--- src/rtl/opensocdebug_pkg.sv ---
// Shared types for the mor1kx control-flow trace event queue.
// Latency: n/a (types and constants only).
// Backpressure: n/a.
package opensocdebug_pkg;

  // Widths of the shared structures. The queue's parameters must not exceed these.
  localparam int TRACE_ADDR_WIDTH = 32;
  localparam int EVT_ADDR_WIDTH   = 32;
  localparam int EVT_TIME_WIDTH   = 32;
  localparam int EVT_CNT_WIDTH    = 16;

  // mor1kx major opcodes (insn[31:26]) that matter for control flow
  localparam logic [5:0] OP_J    = 6'h00;
  localparam logic [5:0] OP_JAL  = 6'h01;
  localparam logic [5:0] OP_BNF  = 6'h03;
  localparam logic [5:0] OP_BF   = 6'h04;
  localparam logic [5:0] OP_JR   = 6'h11;
  localparam logic [5:0] OP_JALR = 6'h12;

  // l.jr through the link register is treated as a function return
  localparam logic [4:0] LINK_REG = 5'd9;

  typedef enum logic [2:0] {
    EV_SEQ          = 3'd0,
    EV_JUMP         = 3'd1,
    EV_JUMP_REG     = 3'd2,
    EV_RETURN       = 3'd3,
    EV_BRANCH_TAKEN = 3'd4,
    EV_DISCONT      = 3'd5
  } ctm_event_kind_e;

  // Retired-instruction record from the mor1kx execution trace port
  typedef struct packed {
    logic                        valid;
    logic [TRACE_ADDR_WIDTH-1:0] pc;
    logic [TRACE_ADDR_WIDTH-1:0] npc;
    logic [31:0]                 insn;
  } mor1kx_trace_exec;

  // One queued trace event; 'tstamp' is the capture cycle's timestamp
  typedef struct packed {
    logic [EVT_ADDR_WIDTH-1:0] pc;
    logic [EVT_ADDR_WIDTH-1:0] npc;
    ctm_event_kind_e           kind;
    logic [EVT_TIME_WIDTH-1:0] tstamp;
    logic [EVT_CNT_WIDTH-1:0]  lost;
  } ctm_event_t;

endpackage

--- src/rtl/osd_ctm_evq_fifo.sv ---
// Generic synchronous show-ahead FIFO with full/empty flags.
// Latency: a write is visible at the head on the next cycle; the head is read combinationally.
// Backpressure: writes into a full FIFO are ignored unless a pop happens in the same cycle.
module osd_ctm_evq_fifo #(
  parameter int WIDTH = 8,
  parameter int DEPTH = 8
) (
  input  logic             clk,
  input  logic             rst_n,
  input  logic             wr_vld,
  input  logic [WIDTH-1:0] wr_dat,
  input  logic             rd_rdy,
  output logic             rd_vld,
  output logic [WIDTH-1:0] rd_dat,
  output logic             full,
  output logic             empty
);

  localparam int AW = $clog2(DEPTH);

  logic [WIDTH-1:0] mem [DEPTH];
  logic [AW:0]      wr_ptr;
  logic [AW:0]      rd_ptr;
  logic             push;
  logic             pop;

  // Extra pointer MSB distinguishes full from empty when the indices coincide
  assign empty  = (wr_ptr == rd_ptr);
  assign full   = (wr_ptr[AW] != rd_ptr[AW]) && (wr_ptr[AW-1:0] == rd_ptr[AW-1:0]);
  assign pop    = rd_rdy && !empty;
  assign push   = wr_vld && (!full || pop);
  assign rd_vld = !empty;
  // Head data reads as zero while empty so idle outputs stay quiet
  assign rd_dat = empty ? '0 : mem[rd_ptr[AW-1:0]];

  // Pointer update; reset discards every queued entry
  always_ff @(posedge clk or negedge rst_n) begin
    if (!rst_n) begin
      wr_ptr <= '0;
      rd_ptr <= '0;
    end else begin
      if (push) wr_ptr <= wr_ptr + (AW+1)'(1);
      if (pop)  rd_ptr <= rd_ptr + (AW+1)'(1);
    end
  end

  // Storage write; contents need no reset because the pointers gate visibility
  always_ff @(posedge clk) begin
    if (push) mem[wr_ptr[AW-1:0]] <= wr_dat;
  end

endmodule

--- src/rtl/osd_ctm_mor1kx_evq.sv ---
// Classifies retired mor1kx instructions, filters by mode, timestamps and queues them.
// Latency: qualified trace in cycle t is at the queue head in cycle t+2; one event per cycle.
// Backpressure: out_valid/out_ready; events arriving at a full queue are dropped and counted.
module osd_ctm_mor1kx_evq
  import opensocdebug_pkg::*;
#(
  parameter int ADDR_WIDTH = 32,
  parameter int DEPTH      = 8,
  parameter int TIME_WIDTH = 32,
  parameter int CNT_WIDTH  = 16
) (
  input  logic                  clk,
  input  logic                  rst_n,
  input  mor1kx_trace_exec      trace_port,
  input  logic                  cfg_enable,
  input  logic [1:0]            cfg_mode,
  output logic                  out_valid,
  input  logic                  out_ready,
  output logic [ADDR_WIDTH-1:0] out_pc,
  output logic [ADDR_WIDTH-1:0] out_npc,
  output logic [2:0]            out_kind,
  output logic [TIME_WIDTH-1:0] out_time,
  output logic [CNT_WIDTH-1:0]  out_lost,
  output logic                  status_overflow
);

  logic [ADDR_WIDTH-1:0] tp_pc;
  logic [ADDR_WIDTH-1:0] tp_npc;
  logic [5:0]            op;
  logic [4:0]            rb;
  logic                  discont;
  ctm_event_kind_e       kind;
  logic                  mode_pass;
  logic                  qual;
  logic                  unused_insn_bits;

  logic [TIME_WIDTH-1:0] ts_q;
  logic                  s1_vld;
  logic [ADDR_WIDTH-1:0] s1_pc;
  logic [ADDR_WIDTH-1:0] s1_npc;
  ctm_event_kind_e       s1_kind;
  logic [TIME_WIDTH-1:0] s1_time;

  logic [CNT_WIDTH-1:0]  lost_q;
  logic                  en_q;
  logic                  ovf_q;
  logic                  fifo_full;
  logic                  fifo_empty;
  logic                  pop;
  logic                  push_ok;
  logic                  drop;
  ctm_event_t            wr_ev;
  ctm_event_t            head;

  assign tp_pc   = trace_port.pc[ADDR_WIDTH-1:0];
  assign tp_npc  = trace_port.npc[ADDR_WIDTH-1:0];
  assign op      = trace_port.insn[31:26];
  assign rb      = trace_port.insn[15:11];
  assign discont = (tp_npc != tp_pc + ADDR_WIDTH'(4));

  // Instruction bits that never influence classification
  assign unused_insn_bits = ^{trace_port.insn[25:16], trace_port.insn[10:0]};

  // Classify the retired instruction, most specific kind first
  always_comb begin
    kind = EV_SEQ;
    if (op == OP_JR && rb == LINK_REG)                kind = EV_RETURN;
    else if (op == OP_JR || op == OP_JALR)            kind = EV_JUMP_REG;
    else if (op == OP_J || op == OP_JAL)              kind = EV_JUMP;
    else if ((op == OP_BNF || op == OP_BF) && discont) kind = EV_BRANCH_TAKEN;
    else if (discont)                                 kind = EV_DISCONT;
  end

  // Mode filter; the reserved mode falls back to control transfers only
  always_comb begin
    mode_pass = 1'b0;
    case (cfg_mode)
      2'd0:    mode_pass = 1'b1;
      2'd2:    mode_pass = (kind inside {EV_JUMP, EV_JUMP_REG, EV_RETURN});
      default: mode_pass = (kind != EV_SEQ);
    endcase
  end

  assign qual = trace_port.valid && cfg_enable && mode_pass;

  // Free-running timestamp, independent of capture enable
  always_ff @(posedge clk or negedge rst_n) begin
    if (!rst_n) ts_q <= '0;
    else        ts_q <= ts_q + TIME_WIDTH'(1);
  end

  // Capture stage: register the qualified event with this cycle's timestamp
  always_ff @(posedge clk or negedge rst_n) begin
    if (!rst_n) begin
      s1_vld  <= 1'b0;
      s1_pc   <= '0;
      s1_npc  <= '0;
      s1_kind <= EV_SEQ;
      s1_time <= '0;
    end else begin
      s1_vld <= qual;
      if (qual) begin
        s1_pc   <= tp_pc;
        s1_npc  <= tp_npc;
        s1_kind <= kind;
        s1_time <= ts_q;
      end
    end
  end

  // A full queue still accepts the write when its head leaves in the same cycle
  assign pop     = out_valid && out_ready;
  assign push_ok = s1_vld && (!fifo_full || pop);
  assign drop    = s1_vld && !push_ok;

  // Queue entry carries the number of events lost just before it
  always_comb begin
    wr_ev        = '0;
    wr_ev.pc     = EVT_ADDR_WIDTH'(s1_pc);
    wr_ev.npc    = EVT_ADDR_WIDTH'(s1_npc);
    wr_ev.kind   = s1_kind;
    wr_ev.tstamp = EVT_TIME_WIDTH'(s1_time);
    wr_ev.lost   = EVT_CNT_WIDTH'(lost_q);
  end

  // Lost-event counter: saturating on drops, handed off and cleared on the next write
  always_ff @(posedge clk or negedge rst_n) begin
    if (!rst_n) begin
      lost_q <= '0;
    end else if (push_ok) begin
      lost_q <= '0;
    end else if (drop && lost_q != {CNT_WIDTH{1'b1}}) begin
      lost_q <= lost_q + CNT_WIDTH'(1);
    end
  end

  // Sticky overflow flag; a fresh drop wins over a same-cycle enable rising edge
  always_ff @(posedge clk or negedge rst_n) begin
    if (!rst_n) begin
      en_q  <= 1'b0;
      ovf_q <= 1'b0;
    end else begin
      en_q <= cfg_enable;
      if (drop)                     ovf_q <= 1'b1;
      else if (cfg_enable && !en_q) ovf_q <= 1'b0;
    end
  end

  osd_ctm_evq_fifo #(
    .WIDTH ($bits(ctm_event_t)),
    .DEPTH (DEPTH)
  ) u_fifo (
    .clk    (clk),
    .rst_n  (rst_n),
    .wr_vld (s1_vld),
    .wr_dat (wr_ev),
    .rd_rdy (out_ready),
    .rd_vld (out_valid),
    .rd_dat (head),
    .full   (fifo_full),
    .empty  (fifo_empty)
  );

  assign out_pc          = head.pc[ADDR_WIDTH-1:0];
  assign out_npc         = head.npc[ADDR_WIDTH-1:0];
  assign out_kind        = head.kind;
  assign out_time        = head.tstamp[TIME_WIDTH-1:0];
  assign out_lost        = head.lost[CNT_WIDTH-1:0];
  assign status_overflow = ovf_q || (fifo_empty && 1'b0);

endmodule

--- config.mk ---
export PLATFORM = sky130hd
export DESIGN_NAME = osd_ctm_mor1kx_evq
export DESIGN_NICKNAME = d
export VERILOG_FILES = /design/src/rtl/opensocdebug_pkg.sv /design/src/rtl/osd_ctm_evq_fifo.sv /design/src/rtl/osd_ctm_mor1kx_evq.sv
export SDC_FILE = /design/constraint.sdc
export NUM_CORES = 1
export LEC_CHECK = 0
export BUFFER_PORTS_ARGS = -buffer_cell sky130_fd_sc_hd__buf_2
export CAP_MARGIN = 25
export CORE_MARGIN = 10
export CORE_UTILIZATION = 45
export DETAILED_ROUTE_END_ITERATION = 12
export GPL_ROUTABILITY_DRIVEN = 0
export PLACE_DENSITY = 0.72
export SYNTH_ARGS = -nofsm -noshare
export SYNTH_HDL_FRONTEND = slang
export SYNTH_SLANG_ARGS = --single-unit
export TNS_END_PERCENT = 5
--- constraint.sdc ---
create_clock -name clk -period 41.5 [get_ports clk]
set_clock_uncertainty 0.2 [all_clocks]
set_input_delay 4.15 -clock clk [delete_from_list [all_inputs] [get_ports clk]]
set_output_delay 4.15 -clock clk [all_outputs]
set_load 0.02 [all_outputs]
### Yosys cells after proc, flatten, opt, wreduce, memory -nomap -nowiden

Memory sizes are Yosys's and may differ from the RTL's.
Cells that the tools add are included.

| cells by class | value |
|---|---|
| reduce and logical (&&, ||, !) cells | 24 |
| eq/ne operators | 15 |
| muxes and demuxes | 13 |
| $add $sub $neg | 5 |

Operator list:

| kind | count |
|---|---|
| two-way mux 115 bit | 1 |
| adder 32 x 1 -> 32 bit, second input constant | 1 |
| adder 32 x 3 -> 32 bit, second input constant | 1 |
| two-way mux 16 bit | 2 |
| inequality test 32 bit | 1 |
| adder 16 x 1 -> 16 bit, second input constant | 1 |
| inequality test 16 bit, second input constant | 1 |
| two-way mux 3 bit | 5 |
| == test 6 x 5 -> 1 bit, second input constant | 2 |
| logical AND 1 bit | 10 |
| adder 4 x 1 -> 4 bit, second input constant | 2 |
| == test 3 x 2 -> 1 bit, second input constant | 2 |
| == test 6 x 1 -> 1 bit, second input constant | 1 |
| == test 6 x 2 -> 1 bit, second input constant | 1 |
| == test 6 x 3 -> 1 bit, second input constant | 1 |
| logical NOT 6 bit | 1 |
| nonzero test 3 bit | 2 |
| == test 5 x 4 -> 1 bit, second input constant | 1 |
| == test 4 bit | 1 |
| logical NOT 1 bit | 4 |
| logical OR 1 bit | 4 |
| two-way mux 1 bit | 4 |
| nonzero test 2 bit | 2 |
| == test 3 x 1 -> 1 bit, second input constant | 1 |
| other kinds (5) | 5 |

| word-level totals | value |
|---|---|
| logic and storage cells | 69 |
| RAM bits | 920 |
| output and inout port bits | 117 |
| register bits after elaboration | 158 |
| memories | 1 |

Memories:

| name | words | bits a word | read ports | clocked after memory_dff | wr ports | RTL line | source |
|---|---|---|---|---|---|---|---|
| u_fifo.mem | 8 | 115 | 1 | 0 | 1 | osd_ctm_evq_fifo.sv:21 | `logic [WIDTH-1:0] mem [DEPTH];` |

### Longest topological paths before layout

| logic depth | value |
|---|---|
| word-level depth | 11 |
| depth in mapped cells | 12 |
| mapped depth without buffers | 9 |

### By module

A second synthesis with hierarchy kept.

| unflattened totals | value |
|---|---|
| cell total of the unflattened synthesis | 2103 |
| area, all modules | 42535.8 um^2 |

By module, submodules not included:

| module | cells each | seq. area each (um^2) | instances | area an instance (um^2) |
|---|---|---|---|---|
| osd_ctm_evq_fifo | 1511 | 27826.7 | 1 | 35451.5 |
| osd_ctm_mor1kx_evq | 592 | 3753.6 | 1 | 7084.3 |

### Least setup slack after synthesis

No wires, ideal clock.

| timing | value |
|---|---|
| kind | input port to flip-flop |
| from | input port out_ready |
| to | memory u_fifo.mem[0][0] in the netlist's numbering (enable) |
| setup slack | 23885 ps |
| data arrival time | 16502 ps |
| buffers on the path | 1 |
| stages on the path | 3 |
| required time | 40387 ps |
| cells stage by stage | o31a_1 clkbuf_1 nor4b_1 |

| between the ends | value |
|---|---|
| word-level cells in the longest chain between the ends | 5 |

Ends and longest elaborated chain:

| what | RTL line | source |
|---|---|---|
| start, declared | osd_ctm_mor1kx_evq.sv:18 | `input logic out_ready,` |
| logical AND 1 bit | osd_ctm_evq_fifo.sv:30 | `assign pop = rd_rdy && !empty;` |
| logical OR 1 bit | osd_ctm_evq_fifo.sv:31 | `assign push = wr_vld && (!full \|\| pop);` |
| logical AND 1 bit | osd_ctm_evq_fifo.sv:31 |  |
| two-way mux 1 bit | osd_ctm_evq_fifo.sv:49 | `if (push) mem[wr_ptr[AW-1:0]] <= wr_dat;` |
| two-way mux 1 bit (not written as such) | osd_ctm_evq_fifo.sv:49 |  |
| end, declared | osd_ctm_evq_fifo.sv:21 |  |

Every way passes these cells.

### Worst setup path after layout

| timing | value |
|---|---|
| from | input port trace_port[70] in the netlist's numbering |
| to | register s1_kind[0] |

| between the ends | value |
|---|---|
| word-level cells in the longest chain between the ends | 11 |

Ends and longest elaborated chain:

| what | RTL line | source |
|---|---|---|
| start, declared | osd_ctm_mor1kx_evq.sv:14 | `input mor1kx_trace_exec trace_port,` |
| adder 32 x 3 -> 32 bit (*) | osd_ctm_mor1kx_evq.sv:59 | `assign discont = (tp_npc != tp_pc + ADDR_WIDTH'(4));` |
| inequality test 32 bit (*) | osd_ctm_mor1kx_evq.sv:59 |  |
| two-way mux 3 bit or logical AND 1 bit (tied branches) | osd_ctm_mor1kx_evq.sv:71, osd_ctm_mor1kx_evq.sv:70 |  |
| two-way mux 3 bit (*) | osd_ctm_mor1kx_evq.sv:70 | `else if ((op == OP_BNF \|\| op == OP_BF) && discont) kind = EV_BRANCH_TAKEN;` |
| two-way mux 3 bit (*) | osd_ctm_mor1kx_evq.sv:69 | `else if (op == OP_J \|\| op == OP_JAL) kind = EV_JUMP;` |
| two-way mux 3 bit (*) | osd_ctm_mor1kx_evq.sv:68 | `else if (op == OP_JR \|\| op == OP_JALR) kind = EV_JUMP_REG;` |
| two-way mux 3 bit (*) | osd_ctm_mor1kx_evq.sv:67 | `if (op == OP_JR && rb == LINK_REG) kind = EV_RETURN;` |
| == test 3 x 1 -> 1 bit or == test 3 x 2 -> 1 bit (tied branches) | osd_ctm_mor1kx_evq.sv:79 | `2'd2: mode_pass = (kind inside {EV_JUMP, EV_JUMP_REG, EV_RETURN});` |
| nonzero test 3 bit | osd_ctm_mor1kx_evq.sv:79 |  |
| one-hot mux 1 bit (2 select lines) | osd_ctm_mor1kx_evq.sv:77 | `case (cfg_mode)` |
| logical AND 1 bit | osd_ctm_mor1kx_evq.sv:84 | `assign qual = trace_port.valid && cfg_enable && mode_pass;` |
| end signal, assigned | osd_ctm_mor1kx_evq.sv:105 | `s1_kind <= kind;` |
| end, declared | osd_ctm_mor1kx_evq.sv:41 | `ctm_event_kind_e s1_kind;` |

Mark *: on every way between the ends. The rest lies on a longest branch, timed or not.
A chain may end at the register's enable or synchronous reset.

==> impl_metrics.csv <==
group,metric,value,unit
status,outcome,"complete, no violations",
finish,final_cell_area,0.04868,mm²
synth,yosys_warnings,0,
setup_path,path_cells,"buf_2, nand4_1, nor4_4, xnor2_1, nor4_1, nand4_1, nor4_2, buf_4, a31o_4, buf_4, buf_16, buf_4, mux2_4",
synth,synth_top_area_share,64.53,%
die,ios,220,
worst_hold_path,hold_path.class,"flop to flop",
cts,cts_setup_buffers,0,
setup_path,crit_required,41.85,ns
timing,whs,0.2744,ns
finish,num-fill-cells,7423,
finish,final_common_cell,"edfxtp_1",
setup_path,crit_path_frequent_cell,"buf_4",
finish,synthToLayoutAreaGrowth,13.72,%
route,dr.pass1.iters,5,
setup_path,critPathLaunch,"trace_port[70]",
timing,relSlewSlack,27.72,%
die,die_w,328.4,µm
global_route,globalRoute.totalOverflow,0,
cts,cts_sinks,1078,
synth,synth-seq-cells,1078,
cts,clockRootBuffer,"clkbuf_16",
synth,syn_area,0.04281,mm²
synth,synthCells,2106,
route,drc,0,
setup_path,max_stage_delay,0.77,ns
die,fp.dieH,328.4,µm
cts,ctsLongestPathBuffers,3,
job,maxCapViolations,0,
global_route,grt_use_total,17.46,%
route,dr.first_iter.drc_count,1734,
cts,postCtsHoldBufs,0,
route,routed-via-count,20800,
worst_hold_path,hp-start,"ts_q[31]",
synth,synth_edf_count,920,
timing,rsz0062_at_grt,"no",
power,ir_drop,0.06338,mV
setup_path,critPathBufInv,5,
cts,htreeDepth,3,
timing,worstMarginPinSlew,1.084,ns
setup_path,r2r_end,"u_fifo.mem[7][45]",
global_route,grt_first_pass_wirelength,141.9,mm
finish,fin_util,51.39,%
cts,clk_pin_slew,0.06,ns
finish,nets,2456,
die,dieArea,0.1079,mm²
setup_path,cp_top_family,"simple AND/OR/NAND/NOR gates",
worst_hold_path,hold_path_end,"ts_q[31]",
worst_hold_path,holdPathStages,1,
timing,hold_viol_final,0,
timing,max_freq,104.5,MHz
route,routed_wl,94.38,mm
synth,synth_nets,2214,
power,p_leak,17.45,nW
finish,final_cells,3705,
route,postRouteAntennaNets,0,
synth,post_synth_num_cell_types,60,
finish,drive_above_1_share,30.30,%
placement,io_buffers,198,
timing,finalSetupTns,0,ns
synth,synthFlopType,"edfxtp_1",
power,power.density,65.80,mW/mm²
global_route,antenna_found_initial,11,
setup_path,r2r-start,"u_fifo.rd_ptr[2]",
synth,yosys.area.top_type,"edfxtp_1",
cts,cts_tree,"done",
setup_path,rrSetupSlack,35.89,ns
synth,postSynthAreaPerCell,20.33,µm²
placement,place_hpwl,54.91,mm
cts,cts_buffers,102,
placement,dp_cells,3506,
cts,cts_resized,0,
die,coreArea,0.09473,mm²
global_route,grt_max_degree,92,
setup_path,r2r_cells,7,
global_route,grt_pass1_vias,21800,
die,start_util,45.19,%
setup_path,path_class,"input pin to flop",
route,avgRoutedWirePerCell,25.47,µm
setup_path,critPathSlowestCell,"nor4_4",
setup_path,startpoint_type,"input pin",
placement,postPlaceCellArea,0.04528,mm²
synth,synth.area.top_cells,"edfxtp_1, mux4_2, dfrtp_1",
setup_path,cp.arrival,9.92,ns
setup_path,cp-end-kind,"flop",
route,via_per_inst,5.613,
cts,clock_latency,0.68,ns
synth,synth-async-reset-ratio,14.66,%
timing,layout_min_cycle_time,9.571,ns
timing,fin_crit_sh,23.06,%
synth,ys_seq_area_share,73.77,%
timing,report.final.slew_viol_count,0,
setup_path,crit_fanout,30,
timing,setup_viol,0,
finish,final_cell_mix,"edfxtp_1, mux4_2, buf_2",
die,rows,113,
cells in the mapped netlist (13+ instances only):
cell and count:
nand3_1 32, inv_1 13, mux4_2 230, and3_1 13
nor2_1 153, nand2_1 37, xor2_1 31, buf_1 38
mux2_4 99, dfrtp_1 158, edfxtp_1 920, nand4_1 16
mux2i_1 116, xnor2_1 55, clkbuf_1 50, nor3_1 13
through the flow:
stage | setup WS (ns) | total power, mW
2_1_floorplan | 23.88 | 1.995
3_3_place_gp | 31.18 | 2.309
3_5_place_dp | 31.03 | 2.336
4_1_cts | 31.73 | 3.247
5_1_grt | 31.78 | 3.347
6_report | 31.93 | 3.203
where the power goes:
group / switching, mW / internal (mW)
Sequential: 0.0702 / 1.27
Combinational: 0.564 / 0.389
Clock: 0.391 / 0.522
kinds of logic after synthesis:
kind of cell,Yosys count,synth area share (%)
flip-flops,1078,73.77
AND/OR/NAND/NOR,321,3.686
buffers and inverters,119,1.499
multiplexers,449,18.39
XOR/XNOR,86,1.759
AO/OA/AOI/OAI,48,0.7512
adder cells (fa/ha/maj),5,0.1461
area by class of cell:
cell class / count / area (µm²) / area share, %
Tap cell: 1265 / 1583 / 3.251
Antenna cell: 4 / 10.01 / 0.02056
Sequential cell: 1078 / 31590 / 64.89
Timing Repair Buffer: 243 / 1478 / 3.035
Multi-Input combinational cell: 909 / 10660 / 21.89
Clock inverter: 48 / 520.5 / 1.069
Inverter: 14 / 52.55 / 0.1079
Clock buffer: 144 / 2791 / 5.734
layer usage:
layer	vias to the layer above	global-route usage, %	routed length (µm)
met5	-	0	43
met4	8	4.881	1888
met3	119	2.656	5316
met2	671	29.95	48390
met1	11050	23.01	38740
li1	8947	-	-
flip-flops by register name (all words and copies together) (netlist names):
| signal | cells |
|---|---|
| status_overflow | 1 |
| s1_vld | 1 |
| en_q | 1 |
| s1_npc | 32 |
| s1_time | 32 |
| ts_q | 32 |
| u_fifo.mem | 920 |
| s1_kind | 3 |
| u_fifo.rd_ptr | 4 |
| s1_pc | 32 |
| lost_q | 16 |
| u_fifo.wr_ptr | 4 |
worst max-delay path by stage:
| stage | slack [ns] | end | cells after the start |
|---|---|---|---|
| after detailed placement | 31.03 | s1_kind[1] | 12 |
| after global placement | 31.18 | s1_kind[0] | 12 |
| after CTS | 31.73 | s1_kind[0] | 12 |
| after global routing | 31.78 | s1_npc[2] | 13 |
| final | 31.93 | s1_kind[0] | 13 |
| after floorplan | 23.88 | u_fifo.mem[0][0] | 3 |
No activity file was read; power rests on OpenSTA's default activity.
